==> config.mk <==
export PLATFORM = sky130hd
export DESIGN_NAME = alu_bist
export DESIGN_NICKNAME = d
export VERILOG_FILES = /design/src/rtl/alu_bist_pkg.sv /design/src/rtl/alu_bist_lfsr.sv /design/src/rtl/alu_bist.sv
export SDC_FILE = /design/constraint.sdc
export NUM_CORES = 1
export LEC_CHECK = 0
export BUFFER_PORTS_ARGS = -buffer_cell sky130_fd_sc_hd__buf_2
export CAP_MARGIN = 20
export CORE_ASPECT_RATIO = 1.1
export CORE_MARGIN = 8
export CORE_UTILIZATION = 58
export DETAILED_ROUTE_END_ITERATION = 7
export GPL_TIMING_DRIVEN = 0
export HOLD_SLACK_MARGIN = 0.1
export PLACE_DENSITY = 0.85
export SETUP_SLACK_MARGIN = 0.1
export SYNTH_ARGS = -nofsm -noshare
export SYNTH_HDL_FRONTEND = slang
export SYNTH_SLANG_ARGS = --single-unit
==> constraint.sdc <==
create_clock -name clk -period 4.35 [get_ports clk]
set_input_delay 0.2175 -clock clk [delete_from_list [all_inputs] [get_ports clk]]
set_output_delay 0.2175 -clock clk [all_outputs]
set_load 0.02 [all_outputs]
==> src/rtl/alu_bist_pkg.sv <==
// alu_bist_pkg: shared types and constants for the ALU BIST engine.
// Rev 1.0
`default_nettype none

package alu_bist_pkg;

  typedef enum logic [1:0] {
    IDLE    = 2'd0,
    DRIVE   = 2'd1,
    CAPTURE = 2'd2,
    DONE    = 2'd3
  } state_t;

  localparam logic [31:0] LFSR_TAPS = 32'h8020_0003;

  localparam int MISR_TAP_A = 31;
  localparam int MISR_TAP_B = 21;
  localparam int MISR_TAP_C = 1;
  localparam int MISR_TAP_D = 0;

  typedef struct packed {
    logic [31:0] a;
    logic [31:0] b;
    logic        sign;
    logic        sub;
  } vec_t;

  // Corner cases that random vectors almost never hit: both overflow and carry/borrow edges.
  localparam vec_t DIR_ADD_OVF    = {32'h7FFF_FFFF, 32'h0000_0001, 1'b1, 1'b0};
  localparam vec_t DIR_SUB_OVF    = {32'h8000_0000, 32'h0000_0001, 1'b1, 1'b1};
  localparam vec_t DIR_CARRY_OUT  = {32'hFFFF_FFFF, 32'h0000_0001, 1'b0, 1'b0};
  localparam vec_t DIR_BORROW     = {32'h0000_0000, 32'h0000_0001, 1'b0, 1'b1};

  function automatic vec_t lfsr_vec(input logic [31:0] l, input logic [15:0] n);
    vec_t v;
    v.a    = l;
    v.b    = {l[15:0], l[31:16]} ^ {16'b0, n};
    v.sign = n[0];
    v.sub  = n[1];
    return v;
  endfunction

endpackage

`default_nettype wire

==> src/rtl/alu_bist_lfsr.sv <==
// alu_bist_lfsr: seedable 32-bit right-shifting Galois LFSR; next_value is the advanced state.
// Rev 1.0
`default_nettype none

module alu_bist_lfsr
  import alu_bist_pkg::*;
(
  input  logic        clk,
  input  logic        rst_n,
  input  logic        load,
  input  logic [31:0] seed,
  input  logic        advance,
  output logic [31:0] value,
  output logic [31:0] next_value
);

  always_comb begin
    next_value = value >> 1;
    if (value[0]) next_value = next_value ^ LFSR_TAPS;
  end

  always_ff @(posedge clk) begin
    if (!rst_n)       value <= 32'd0;
    else if (load)    value <= seed;
    else if (advance) value <= next_value;
  end

endmodule

`default_nettype wire

==> src/rtl/alu_bist.sv <==
// alu_bist: pseudo-random ALU self-test with 32-bit MISR signature compaction.
// Optional macro ALU_BIST_DIRECTED_EN replaces vectors 0-3 with fixed corner cases. Rev 1.0
`default_nettype none

module alu_bist
  import alu_bist_pkg::*;
#(
  parameter int          NUM_VECTORS = 256,
  parameter logic [31:0] SEED        = 32'h0000_0001,
  parameter logic [31:0] GOLDEN_SIG  = 32'h0000_0000
) (
  input  logic        clk,
  input  logic        rst_n,
  input  logic        start,
  output logic        busy,
  output logic        done,
  output logic        pass,
  output logic [31:0] signature,
  output logic [31:0] alu_a,
  output logic [31:0] alu_b,
  output logic        alu_sign,
  output logic        alu_sub,
  input  logic [31:0] alu_p,
  input  logic        alu_overflow
);

  localparam logic [15:0] LAST_IDX = 16'(NUM_VECTORS - 1);

  state_t      state;
  logic [15:0] idx;
  logic [15:0] idx_next;
  logic [31:0] lfsr_value;
  logic [31:0] lfsr_next;
  logic [31:0] l_next;
  logic [31:0] sig_next;
  logic        fb;
  logic        last;
  logic        accept;
  logic        lfsr_adv;
  vec_t        vec_first;
  vec_t        vec_next;

`ifdef ALU_BIST_DIRECTED_EN
  // The LFSR only starts stepping once the directed prefix is exhausted.
  function automatic logic on_lfsr(input logic [15:0] n);
    return n >= 16'd4;
  endfunction

  function automatic vec_t pick_vec(input logic [31:0] l, input logic [15:0] n);
    if (n >= 16'd4) return lfsr_vec(l, n);
    case (n[1:0])
      2'd0:    return DIR_ADD_OVF;
      2'd1:    return DIR_SUB_OVF;
      2'd2:    return DIR_CARRY_OUT;
      default: return DIR_BORROW;
    endcase
  endfunction
`else
  function automatic logic on_lfsr(input logic [15:0] n);
    return n == n;
  endfunction

  function automatic vec_t pick_vec(input logic [31:0] l, input logic [15:0] n);
    return lfsr_vec(l, n);
  endfunction
`endif

  always_comb begin
    fb        = signature[MISR_TAP_A] ^ signature[MISR_TAP_B] ^
                signature[MISR_TAP_C] ^ signature[MISR_TAP_D];
    sig_next  = {signature[30:0], fb} ^ alu_p ^ {31'b0, alu_overflow};
    last      = (idx == LAST_IDX);
    accept    = start && (state == IDLE || state == DONE);
    idx_next  = idx + 16'd1;
    lfsr_adv  = (state == CAPTURE) && !last && on_lfsr(idx);
    l_next    = lfsr_adv ? lfsr_next : lfsr_value;
    vec_first = pick_vec(SEED, 16'd0);
    vec_next  = pick_vec(l_next, idx_next);
  end

  alu_bist_lfsr u_lfsr (
    .clk        (clk),
    .rst_n      (rst_n),
    .load       (accept),
    .seed       (SEED),
    .advance    (lfsr_adv),
    .value      (lfsr_value),
    .next_value (lfsr_next)
  );

  always_ff @(posedge clk) begin
    if (!rst_n) begin
      state     <= IDLE;
      idx       <= 16'd0;
      busy      <= 1'b0;
      done      <= 1'b0;
      pass      <= 1'b0;
      signature <= 32'd0;
      alu_a     <= 32'd0;
      alu_b     <= 32'd0;
      alu_sign  <= 1'b0;
      alu_sub   <= 1'b0;
    end else begin
      case (state)
        IDLE, DONE: begin
          if (accept) begin
            signature <= 32'd0;
            idx       <= 16'd0;
            alu_a     <= vec_first.a;
            alu_b     <= vec_first.b;
            alu_sign  <= vec_first.sign;
            alu_sub   <= vec_first.sub;
            done      <= 1'b0;
            pass      <= 1'b0;
            busy      <= 1'b1;
            state     <= DRIVE;
          end
        end
        DRIVE: state <= CAPTURE;
        CAPTURE: begin
          signature <= sig_next;
          if (last) begin
            busy  <= 1'b0;
            done  <= 1'b1;
            pass  <= (sig_next == GOLDEN_SIG);
            state <= DONE;
          end else begin
            idx      <= idx_next;
            alu_a    <= vec_next.a;
            alu_b    <= vec_next.b;
            alu_sign <= vec_next.sign;
            alu_sub  <= vec_next.sub;
            state    <= DRIVE;
          end
        end
        default: state <= IDLE;
      endcase
    end
  end

endmodule

`default_nettype wire

==> reports/results.txt <==
# setup viols final: 0
Hold Worst Slack: 0.0989 ns
Die X: 111 µm
Most used DFF post-synth: dfxtp_1
Routed WL per cell: 17.6 µm
Worst Skew: 0.0122 ns
Netlist cell types: 41
number of flops mapped to enable cells by yosys: 0
Total GRT Usage: 23.3%
TNS Setup: 0 ns
Clock Root Buffer: clkbuf_8
CTS tree: built
layout cell share with drive strength beyond 1: 24.2%
Clock Sinks: 133
IO Count: 137
Critical Path Sink Type: flip-flop
Max Slew Vio Count: 0
Hold Crit Class: in2reg
die footprint: 0.0135 mm²
biggest area consumer among synthesized cells: dfxtp_1
RR Endpoint: alu_b[15]$_SDFFE_PN0P_
DR pass1 iterations: 6
RSZ-0062 raised after global routing: false
fillcell total: 693
post-synth top area share: 45.8%
Final Hold Vio Count: 0
register bit count reported by yosys: 133
Critical Path Start: idx[0]$_SDFFE_PN0P_
Final Cycle Share: 66.4%
detailed placement HPWL: 11.6 mm
first-pass GRT wire length: 25.9 mm
R2R Setup Slk: 1.46 ns
Req. time, crit path: 4.78 ns
Cell Rows: 38
Max Clk Rate: 346 MHz
startpoint class of the critical path: flip-flop
Vias: 5256
Cell Area, Synth: 0.00581 mm²
Pwr Density: 509 mW/mm²
Clock Tree Buf Depth: 2
CTS clk-pin slew, worst paths: 0.06 ns
worst-case reg-to-reg path depth: 7
Mapped Cells: 620
die height: 121 µm
area of the core: 0.00979 mm²
outcome: completed
CP arrival: 3.32 ns
TritonCTS buffer count: 17
n_diodes: 0
PortBufs: 136
Critical Setup Path Class: reg2reg
FF-to-FF Start: idx[0]$_SDFFE_PN0P_
Clock Latency Late Sink: 0.54 ns
initial antenna violation count: 0
Worst VDD drop: 0.293 mV
Worst Setup EP: alu_b[15]$_SDFFE_PN0P_
detailed-route DRC error count: 0
final worst path period need: 2.89 ns
largest cells by area after synthesis: dfxtp_1 46%, a22oi_1 8.7%, nor2b_1 7.8%
asr flop ratio synth: 0%
vias in the first global route: 5261
worst-path fanout max: 10
gpl congestion: 0.950
top cells by count, synth: 133 x dfxtp_1, 72 x nor2b_1, 67 x a22oi_1, 54 x nand2_1, 39 x xor2_1
Initial Utilization: 59.3%
post-route ant nets: 0
count leader, synth: dfxtp_1
grt total ovfl: 0
YS warnings: 0
DRT iter0 DRCs: 486
syn avg cell area: 9.37 µm²
Post-Synthesis Net Count: 660
Util after Layout: 75.7%
Power Total: 0.00377 W
vias per inst: 5.68
number of gates resized after cts: 0
Leak: 3.13 nW
Routed WL: 16.3 mm
Synth-to-Final Area Change: 27.6%
pin count of the biggest net entering global routing: 17
slew at the pin closest to its max-slew limit: 0.795 ns
max_cap viols: 0
relative slew slack: 45.5%
# nets final: 833
register area share after synthesis: 45.8%
H-tree depth: 4
[logic make-up after synthesis]
kind of cell | Yosys count | synth area share, %
AND/OR/NAND/NOR | 198 | 18.0
AO/OA/AOI/OAI | 138 | 17.0
flip-flops | 133 | 45.8
XOR/XNOR | 68 | 10.3
buffers and inverters | 65 | 5.62
multiplexers | 14 | 2.41
adder cells (fa/ha/maj) | 4 | 0.862
[where the power goes]
part	switching [W]	leakage, nW	internal (W)	total (W)
registers	0.0000646	1.07	0.00129	0.00135
clock network	0.000562	0.284	0.000876	0.00144
logic	0.000675	1.77	0.000304	0.000979
[flip-flops by register name (all words and copies together), names as in the netlist]
name	flops
alu_a	32
signature	32
u_lfsr.value	32
alu_b	16
idx	16
state	2
busy	1
done	1
pass	1
[timing repair]
action / CTS / global route
buffers inserted: 0 / 0
hold buffers: 18 / 0
endpoints found under the hold margin: 19 / 0
endpoints found under the setup margin: 0 / 0
[per-layer routing]
| metal | routed length (µm) | GRT usage (%) | vias to the layer above |
|---|---|---|---|
| met4 | 204 | 8.34 | 0 |
| li1 | - | - | 2499 |
| met1 | 6660 | 26.1 | 2530 |
| met5 | 0 | 0 | - |
| met3 | 1280 | 8.01 | 23 |
| met2 | 8190 | 40.3 | 204 |
[placed cells by master, fill, tap and decap left out, types with 9 or more instances in the layout]
master         Yosys  final
nand2_1           54     54
o2bb2ai_1          9      9
mux2i_1           14     14
nor2_1            25     25
o21ai_0           12     12
nor2b_1           72     72
buf_2              6    142
clkbuf_1          33     33
buf_4             18     18
dfxtp_1          133    133
xor2_1            39     39
xnor2_1           29     29
clkbuf_16          0     16
a21oi_1           23     23
dlygate4sd3_1      0     18
nor4_1            12     12
a21boi_0          12     12
a22oi_1           67     67
[how the worst min path moves through the flow]
stage                                     start                         end  slack (ns)  cells past startpoint
final                                 alu_p[26]  signature[26]$_SDFFE_PN0P_         0.1                      4
after global routing                  alu_p[29]  signature[29]$_SDFFE_PN0P_        0.13                      4
after CTS                             alu_p[26]  signature[26]$_SDFFE_PN0P_        0.10                      4
after detailed placement  alu_b[7]$_SDFFE_PN0P_       alu_b[7]$_SDFFE_PN0P_        0.44                      1
after global placement    alu_b[8]$_SDFFE_PN0P_       alu_b[8]$_SDFFE_PN0P_        0.44                      1
after floorplan                           start  u_lfsr.value[0]$_SDFF_PN0_        0.39                      2
[area by class of cell]
cell class,instances,area (µm²),area share (%)
multi-input cells,422,2820,38.0
plain buffers,58,300,4.05
clock inverters,15,180,2.43
flip-flops and latches,133,2660,35.9
well taps,120,150,2.03
clock buffers,17,414,5.59
repair buffers,154,861,11.6
inverters,7,26.3,0.354
[through the flow]
| stage | worst slack, ns | area (µm²) | std cells |
|---|---|---|---|
| after floorplan | 1.94 | 5810 | 620 |
| after global placement | 1.60 | 6640 | 876 |
| after detailed placement | 1.53 | 6640 | 876 |
| after CTS | 1.52 | 7410 | 926 |
| after global routing | 1.30 | 7410 | 926 |
| final | 1.46 | 7410 | 926 |
[worst max-delay path: stages (launching register included)]
cell and delay, ns:
dfxtp_1 0.47, ha_1 0.30, nand3_1 0.31, nor4_2 0.56, nor2_1 0.20, clkbuf_1 0.29
clkbuf_1 0.33, a32o_1 0.33
Power figures use the tool's default switching activity.
